[src/rtl/dct_mac_accum_if.sv]
// Product-in / coefficient-out bus of the DCT accumulate stage.
// The producer (macu side) uses the master modport; dct_mac_accum uses slave.
interface dct_mac_accum_if #(
  parameter int MULT_W = 20,
  parameter int OUT_W  = 12
);
  logic              ena;
  logic              dstrb;
  logic              mult_vld;
  logic [MULT_W-1:0] mult_res;
  logic [OUT_W-1:0]  dout;
  logic              dout_vld;
  logic              ovf;

  modport master (
    output ena, dstrb, mult_vld, mult_res,
    input  dout, dout_vld, ovf
  );

  modport slave (
    input  ena, dstrb, mult_vld, mult_res,
    output dout, dout_vld, ovf
  );
endinterface

[src/rtl/dct_mac_accum.sv]
// dct_mac_accum: sums TERMS signed products into one DCT coefficient,
// rounds half-up, shifts right by SHIFT and presents the result with a
// one-cycle dout_vld pulse. dstrb restarts the group at any time.
// Optional feature: define DCT_ACC_SAT_EN to clamp out-of-range results to
// the OUT_W signed bounds and raise ovf with that result; otherwise the
// result wraps and ovf stays 0.
module dct_mac_accum #(
  parameter int MULT_W = 20,
  parameter int ACC_W  = 24,
  parameter int TERMS  = 8,
  parameter int SHIFT  = 4,
  parameter int OUT_W  = 12
) (
  input  logic             clk,
  input  logic             rst,   // asynchronous, active-low
  dct_mac_accum_if.slave   bus
);

  localparam int CNT_W = (TERMS > 1) ? $clog2(TERMS) : 1;
  localparam logic [CNT_W-1:0] LAST_TERM = CNT_W'(TERMS - 1);
  localparam logic signed [ACC_W:0] HALF_LSB = (ACC_W+1)'(1) <<< (SHIFT - 1);

  logic signed [ACC_W-1:0] acc_q, acc_d;
  logic [CNT_W-1:0]        cnt_q, cnt_d;
  logic [OUT_W-1:0]        dout_q, dout_d;
  logic                    vld_q, vld_d;
  logic                    ovf_q, ovf_d;

  logic signed [ACC_W-1:0] ext;
  logic signed [ACC_W-1:0] sum;
  logic signed [ACC_W:0]   rnd_sum;
  logic signed [ACC_W:0]   r;
  logic [OUT_W-1:0]        coef;
  logic                    coef_ovf;

  assign ext = {{(ACC_W-MULT_W){bus.mult_res[MULT_W-1]}}, bus.mult_res};

  // Datapath: running sum including the current product, then round and scale.
  always_comb begin
    sum     = (cnt_q == '0) ? ext : acc_q + ext;
    // One guard bit so adding the rounding constant can never wrap.
    rnd_sum = {sum[ACC_W-1], sum} + HALF_LSB;
    r       = rnd_sum >>> SHIFT;
  end

`ifdef DCT_ACC_SAT_EN
  localparam logic signed [ACC_W:0] SAT_MAX = (ACC_W+1)'((2 ** (OUT_W-1)) - 1);
  localparam logic signed [ACC_W:0] SAT_MIN = -((ACC_W+1)'(2 ** (OUT_W-1)));

  // Clamp the scaled result to the signed output range and flag the clamp.
  always_comb begin
    coef     = r[OUT_W-1:0];
    coef_ovf = 1'b0;
    if (r > SAT_MAX) begin
      coef     = SAT_MAX[OUT_W-1:0];
      coef_ovf = 1'b1;
    end else if (r < SAT_MIN) begin
      coef     = SAT_MIN[OUT_W-1:0];
      coef_ovf = 1'b1;
    end
  end
`else
  logic unused_r_msbs;

  // Two's-complement wrap: keep only the low OUT_W bits of the scaled result.
  assign coef          = r[OUT_W-1:0];
  assign coef_ovf      = 1'b0;
  assign unused_r_msbs = ^r[ACC_W:OUT_W];
`endif

  // Next-state: group restart, accumulate, or emit a coefficient on the last term.
  always_comb begin
    // NOTE: every output of this block gets a default first so no path can infer a latch.
    acc_d  = acc_q;
    cnt_d  = cnt_q;
    dout_d = dout_q;
    ovf_d  = ovf_q;
    vld_d  = 1'b0;
    if (bus.ena) begin
      if (bus.dstrb) begin
        // Restart wins over completion; a product this cycle becomes term 0.
        cnt_d = '0;
        if (bus.mult_vld) begin
          acc_d = ext;
          cnt_d = CNT_W'(1);
        end
      end else if (bus.mult_vld) begin
        acc_d = sum;
        if (cnt_q == LAST_TERM) begin
          cnt_d  = '0;
          dout_d = coef;
          ovf_d  = coef_ovf;
          vld_d  = 1'b1;
        end else begin
          cnt_d = cnt_q + CNT_W'(1);
        end
      end
    end
  end

  // State registers with asynchronous active-low reset that aborts any group.
  always_ff @(posedge clk or negedge rst) begin
    // NOTE: sequential state uses non-blocking assignments so all registers update together.
    if (!rst) begin
      acc_q  <= '0;
      cnt_q  <= '0;
      dout_q <= '0;
      vld_q  <= 1'b0;
      ovf_q  <= 1'b0;
    end else begin
      acc_q  <= acc_d;
      cnt_q  <= cnt_d;
      dout_q <= dout_d;
      vld_q  <= vld_d;
      ovf_q  <= ovf_d;
    end
  end

  assign bus.dout     = dout_q;
  assign bus.dout_vld = vld_q;
  assign bus.ovf      = ovf_q;

endmodule
[src/flat_wrapper.sv]
// flat-port wrapper written by rule: the top's interface ports become plain ports
module dct_mac_accum_flat 
#(
  parameter int MULT_W = 20,
  parameter int ACC_W  = 24,
  parameter int TERMS  = 8,
  parameter int SHIFT  = 4,
  parameter int OUT_W  = 12
)
  (clk, rst, bus_ena, bus_dstrb, bus_mult_vld, bus_mult_res, bus_dout, bus_dout_vld, bus_ovf);
  dct_mac_accum_if #(.MULT_W(MULT_W), .OUT_W(OUT_W)) bus_i ();
  input  logic clk;
  input  logic rst;
  input wire logic [$bits(bus_i.ena)-1:0] bus_ena;
  input wire logic [$bits(bus_i.dstrb)-1:0] bus_dstrb;
  input wire logic [$bits(bus_i.mult_vld)-1:0] bus_mult_vld;
  input wire logic [$bits(bus_i.mult_res)-1:0] bus_mult_res;
  output wire logic [$bits(bus_i.dout)-1:0] bus_dout;
  output wire logic [$bits(bus_i.dout_vld)-1:0] bus_dout_vld;
  output wire logic [$bits(bus_i.ovf)-1:0] bus_ovf;
  assign bus_i.ena = bus_ena;
  assign bus_i.dstrb = bus_dstrb;
  assign bus_i.mult_vld = bus_mult_vld;
  assign bus_i.mult_res = bus_mult_res;
  assign bus_dout = bus_i.dout;
  assign bus_dout_vld = bus_i.dout_vld;
  assign bus_ovf = bus_i.ovf;
  dct_mac_accum #(.MULT_W(MULT_W), .ACC_W(ACC_W), .TERMS(TERMS), .SHIFT(SHIFT), .OUT_W(OUT_W)) u_core (.clk(clk), .rst(rst), .bus(bus_i));
endmodule
[config.mk]
export PLATFORM = sky130hd
export DESIGN_NAME = dct_mac_accum_flat
export DESIGN_NICKNAME = d
export VERILOG_FILES = /design/src/rtl/dct_mac_accum_if.sv /design/src/rtl/dct_mac_accum.sv /design/src/flat_wrapper.sv
export SDC_FILE = /design/constraint.sdc
export NUM_CORES = 1
export LEC_CHECK = 0
export BUFFER_PORTS_ARGS = -buffer_cell sky130_fd_sc_hd__buf_4
export CORE_MARGIN = 1.5
export CORE_UTILIZATION = 40
export CTS_CLUSTER_SIZE = 16
export DETAILED_ROUTE_END_ITERATION = 7
export GPL_TIMING_DRIVEN = 0
export PLACE_DENSITY = 0.72
export SKIP_LAST_GASP = 1
export SYNTH_ARGS = -nofsm -noshare
export SYNTH_HDL_FRONTEND = slang
export SYNTH_SLANG_ARGS = --single-unit
[constraint.sdc]
create_clock -name clk -period 3.6 [get_ports clk]
set_clock_uncertainty 0.1 [all_clocks]
set_input_delay 0.18 -clock clk [delete_from_list [all_inputs] [get_ports clk]]
set_output_delay 0.18 -clock clk [all_outputs]
set_load 0.02 [all_outputs]
# Word-level counts from Yosys, hierarchy flattened
# Index checks and enable logic that the tools add are counted.
# totals
register_bits,40
input_bits,25
output_inout_bits,14
wordCells,26
# classes
addsub,3
n_eq_ne,1
n_mux,12
bitwise_logic,1
reduce_logical,5
# ops
operator,n
$mux W24,4
$add A24 B20 Y24,1
$add A16 B5 Y16 const B,1
$mux W3,3
$mux W1,5
$reduce_and A2 Y1,2
$reduce_and A4 Y1,1
$add A3 B1 Y3 const B,1
$eq A3 B3 Y1 const B,1
$logic_not A3 Y1,1
$reduce_bool A2 Y1,1
$not A1 Y1,1

# Logic depth before layout (Yosys ltp)
# depth
word_depth,5
depth_mapped,15
depth_no_buf,15

# Least setup slack after synthesis
# Ideal clock, no wire load.
# synth_timing
path_type,register to register
startpoint,reg u_core.acc_q[0]
endpoint,reg u_core.dout_q[11] (netlist: u_core.bus.dout[11])
setup_ps,126
arrival_time_ps,3251
required_ps,3374
path_slack_ps,123
path_stages_with_launch,16
path_buffers,0
synth_period_minus_slack_ps,3477
cell_sequence,dfrtp_1 > ha_1 > fa_1 > a21o_2 > a21oi_1 > xnor2_1 > mux2_2 > ha_1 > and2_1 > o2111ai_1 > o211ai_1 > nand3b_1 > o21ai_0 > and4bb_2 > nor3b_1 > a221o_1
# synth_between
elab_chain_cells,3
# synth_rtl
item,line_no,source
start: declaration,dct_mac_accum.sv:23,"logic signed [ACC_W-1:0] acc_q, acc_d;"
start signal: assignment,dct_mac_accum.sv:105,acc_q <= '0;
start signal: assignment,dct_mac_accum.sv:111,acc_q <= acc_d;
$add A24 B20 Y24,dct_mac_accum.sv:40,sum = (cnt_q == '0) ? ext : acc_q + ext;
$mux W24,dct_mac_accum.sv:40,
$add A16 B5 Y16,dct_mac_accum.sv:42,"rnd_sum = {sum[ACC_W-1], sum} + HALF_LSB;"
end signal: assignment,dct_mac_accum.sv:113,dout_q <= dout_d;
end: declaration,dct_mac_accum.sv:25,"logic [OUT_W-1:0] dout_q, dout_d;"
# No other way between the ends.
# A chain may end at the register's enable or synchronous reset.

# Worst setup path in the final report
# Same ends and word-level chain as after synthesis.

==> impl_summary.md <==
Critical path
Traced cell by cell, the critical path runs through ha_2 -> fa_2 -> a21o_2 -> a21oi_2 -> xnor2_1 -> mux2_4 -> ha_4 -> and2_1 -> o2111ai_1 -> o211ai_1 -> nand3b_1 -> o21ai_4 -> and4bb_2 -> buf_4 -> a221o_1. The maximum single-stage delay on the critical path is ~0.42 ns. The arrival time at the worst endpoint is 3.57 ns. The critical path capture point type is a flop. The number of buffers and inverters on the critical path is 1.

The startpoint class of the critical path is a flop. Grouping stages by cell kind, the critical path spends the most delay in compound AO/OA/AOI/OAI gates. The worst setup path is of the reg2reg kind. At the worst endpoint, the required time is roughly 3.7 ns. Of all nets on the critical path, the largest fanout is 5. The master of the slowest instance on the critical path is fa_2.

Logic synthesis
The sequential cell area fraction in the yosys report is 0.284. Each instance of the synthesized netlist takes up on average ~8.2 sq um. The synthesized netlist contains 62 unique library cells. The cell count after synthesis came out at roughly 340. Among all flip-flop cells after synthesis, the most frequent one is dfrtp_1. The cell type contributing the most total cell area after synthesis is dfrtp_1. The count of state elements after synthesis is 32. The number of enable flip-flop cells after synthesis is 0. The proportion of netlist area held by the largest area contributor is 0.284. In the synthesized netlist, the cells that appear most often are nand2_1, dfrtp_1, o21ai_0, nor2_1, a21oi_1. The net count after synthesis is slightly below 400.

The synthesized netlist occupies a cell area of 2820 sq um. The count of yosys warnings during synthesis is 0. The most numerous cell in the Yosys netlist is nand2_1. By area the synthesized netlist is led by dfrtp_1, ha_1, nand2_1. For this run, asynchronously set or reset flops after synthesis account for 1.00.

STA
The smallest setup slack after layout is between 0.1 and 0.15 ns. The sum of negative setup slack is 0 ns. The final hold violation count is 0.

Setup repair after global routing could not meet its margin everywhere. Setup violations remaining at the end of the flow were counted as 0. The number of max-slew violations in the final report was 0.

At the pin with the least slew margin, the transition time is between 0.9 and 1 ns. The share of the cycle needed by the critical path after routing is 0.968. The worst slew margin relative to its limit is 0.378. Derived from the worst setup path, the maximum achievable clock frequency is about 290 MHz.

For the finished layout, the period the worst path requires is 3.48 ns.

Route
In the final routed layout, each cell accounts on average for 15.3 um. The count of nets left with antenna violations once routing finished came out at 0. The first detailed-routing pass ran for 5 iterations.

In this run, the number of DRC markers left after iteration 0 of detailed routing was around 190. The detailed-route via count is around 2800. Using the TritonRoute via totals, the vias-per-cell ratio works out to 5.74. The residual DRC count is 0. Summed over all layers, the routed wires come to ~7400 um.

Layout
The number of antenna diodes in the final layout is 0. The net count of the finished layout is 430. Compared with the post-synthesis result, the final layout area differs by 19.9%. After routing the design area is roughly 3400 sq um. The fraction of layout cells with a size suffix above 1 is 0.187.

Clock tree
The CTS tree is built. CTS built an H-tree with a depth of 2. For the worst-skew pair, the clock arrives at the later sink with an insertion delay of ~0.3 ns.

The root buffer cell is clkbuf_8. The buffer levels on the longest clock path is 2. The number of buffers created by CTS is 5.

Clock-pin slew was measured on the worst setup and hold paths at 0.07 ns. The sink count of the clock tree is 32.

Run status
The flow ran to the end, and the final reports show no timing, DRC or antenna violations.

Place
The congestion estimate from routability-driven global placement came to about 0.98. The worst slack at placement is -0.304 ns. The HPWL after detailed placement is around 5600 um.

In this run the tool buffered the top-level ports with 31 buffer cells. Once placement finished, the instance area stood at 3170 sq um.

Power and ir drop
The leakage dissipation is approximately 1.5 nW. The design draws about 1.8 mW. The areal power density over the cells is 540 nW/um^2. The maximum resistive drop on vdd is around 0.24 mV.

GRT
In the global route stage, overall resource usage came out at 0.207. The first-pass GRT wire length is 12400 um. The initial antenna violation count was 0. Entering global routing, the biggest net connects 33 pins. The number of global-route vias before repair came to ~2700. The overflow left after global routing is 0.

Flow run
Max-cap violations in this run came to 0.

Die
The height of the die is roughly 87 um. The count of boundary I/O pins is 39. The core outline area is 6790 sq um. In this run the core area contains 30 standard-cell rows.

For this configuration, the core starts out at a cell density of 0.415. The die covers around 7600 sq um. The floorplan step set the die width to between 80 and 90 um.

Worst hold path
The path class of the tightest hold or removal check is in2reg.
-- worst paths after layout --
kind	start	endpoint	slack, ns	cells past startpoint
hold reg to reg	u_core.bus.dout[5]	u_core.bus.dout[5]	0.37	2
hold / removal	bus_ena	u_core.cnt_q[2]	0.0008	2
max in group asynchronous	rst	u_core.acc_q[0]	2.83	2
min in group asynchronous	rst	u_core.acc_q[8]	0.27	2
setup reg to reg	u_core.acc_q[0]	u_core.bus.dout[11]	0.12	15
setup / recovery	u_core.acc_q[0]	u_core.bus.dout[11]	0.12	15
-- cells in the final DEF, fill, tap and decap left out, types with 4 or more instances in the layout --
cell / netlist / layout
a21o_1: 4 / 4
a21oi_1: 26 / 25
a221o_1: 4 / 4
and2_1: 5 / 5
and3_1: 5 / 5
buf_2: 5 / 5
buf_4: 1 / 36
clkbuf_1: 8 / 8
clkbuf_8: 0 / 7
dfrtp_1: 32 / 32
ha_1: 19 / 17
inv_1: 6 / 6
mux2i_1: 12 / 12
nand2_1: 45 / 45
nand3_1: 8 / 8
nand3b_1: 5 / 5
nor2_1: 27 / 27
nor3_1: 8 / 7
o21ai_0: 32 / 31
xnor2_1: 11 / 11
xor2_1: 6 / 6
-- timing repair --
action,4_1_cts,5_1_grt
endpoints found under the hold margin,32,0
endpoints found under the setup margin,3,4
hold buffers,1,0
pin swaps,1,5
resized for setup,4,6
buffers inserted,0,4
-- state kept, by name (all words and copies together), names as in the netlist --
| name | cells |
|---|---|
| u_core.cnt_q | 3 |
| u_core.bus.dout_vld | 1 |
| u_core.acc_q | 16 |
| u_core.bus.dout | 12 |
-- through the flow --
step	instances	util	hold WS [ns]
after global routing	482	0.497	0.0139
final	482	0.497	0.000789
after CTS	478	0.488	0.00669
after floorplan	342	-	-0.216
after global placement	469	0.466	0.0481
after detailed placement	469	0.466	0.0561
-- cell families (layout without fill, tap and decap cells) --
kind of cell | Yosys count | after routing | share of synthesized area
AOI/OAI and AO/OA | 105 | 105 | 0.247
xor gates and xnor gates | 17 | 17 | 0.0529
adders and majority gates | 20 | 20 | 0.0915
buffers and inverters | 23 | 67 | 0.0342
DFF | 32 | 32 | 0.284
muxes | 16 | 16 | 0.0586
other | 1 | 1 | 0.00133
and+or+nand+nor | 128 | 128 | 0.231
-- per-layer routing --
layer,up-vias,share of wire,global-route usage
li1,1346,-,-
met1,1330,0.47,0.264
met2,79,0.46,0.349
met3,13,0.050,0.0360
met4,0,0.015,0.0792
met5,-,0,0
-- report_power, final --
part,switching (mW),leakage [nW],internal (mW),total (mW)
clock network,0.148,0.0645,0.244,0.392
logic,0.576,1.03,0.409,0.984
registers,0.0333,0.418,0.413,0.446
-- worst register-to-register path: cells and delay by family (launching register included) --
| kind | cells | cell delay (ns) |
|---|---|---|
| xor+xnor | 1 | 0.10 |
| mux | 1 | 0.29 |
| compound gates | 6 | 1.03 |
| flops | 1 | 0.38 |
| simple gates | 3 | 0.55 |
| buf+inv | 1 | 0.13 |
| fa+ha+maj | 3 | 0.81 |
-- cell type report --
type,instances,area (sq um)
tap,96,120
inverter,6,22.5
fill,674,3420
clock inverter,1,30.0
buffer,17,73.8
sequential,32,801
timing repair buffer,36,273
clock buffer,7,96.3
multi-input combinational,287,1960
Power figures use the tool's default switching activity.
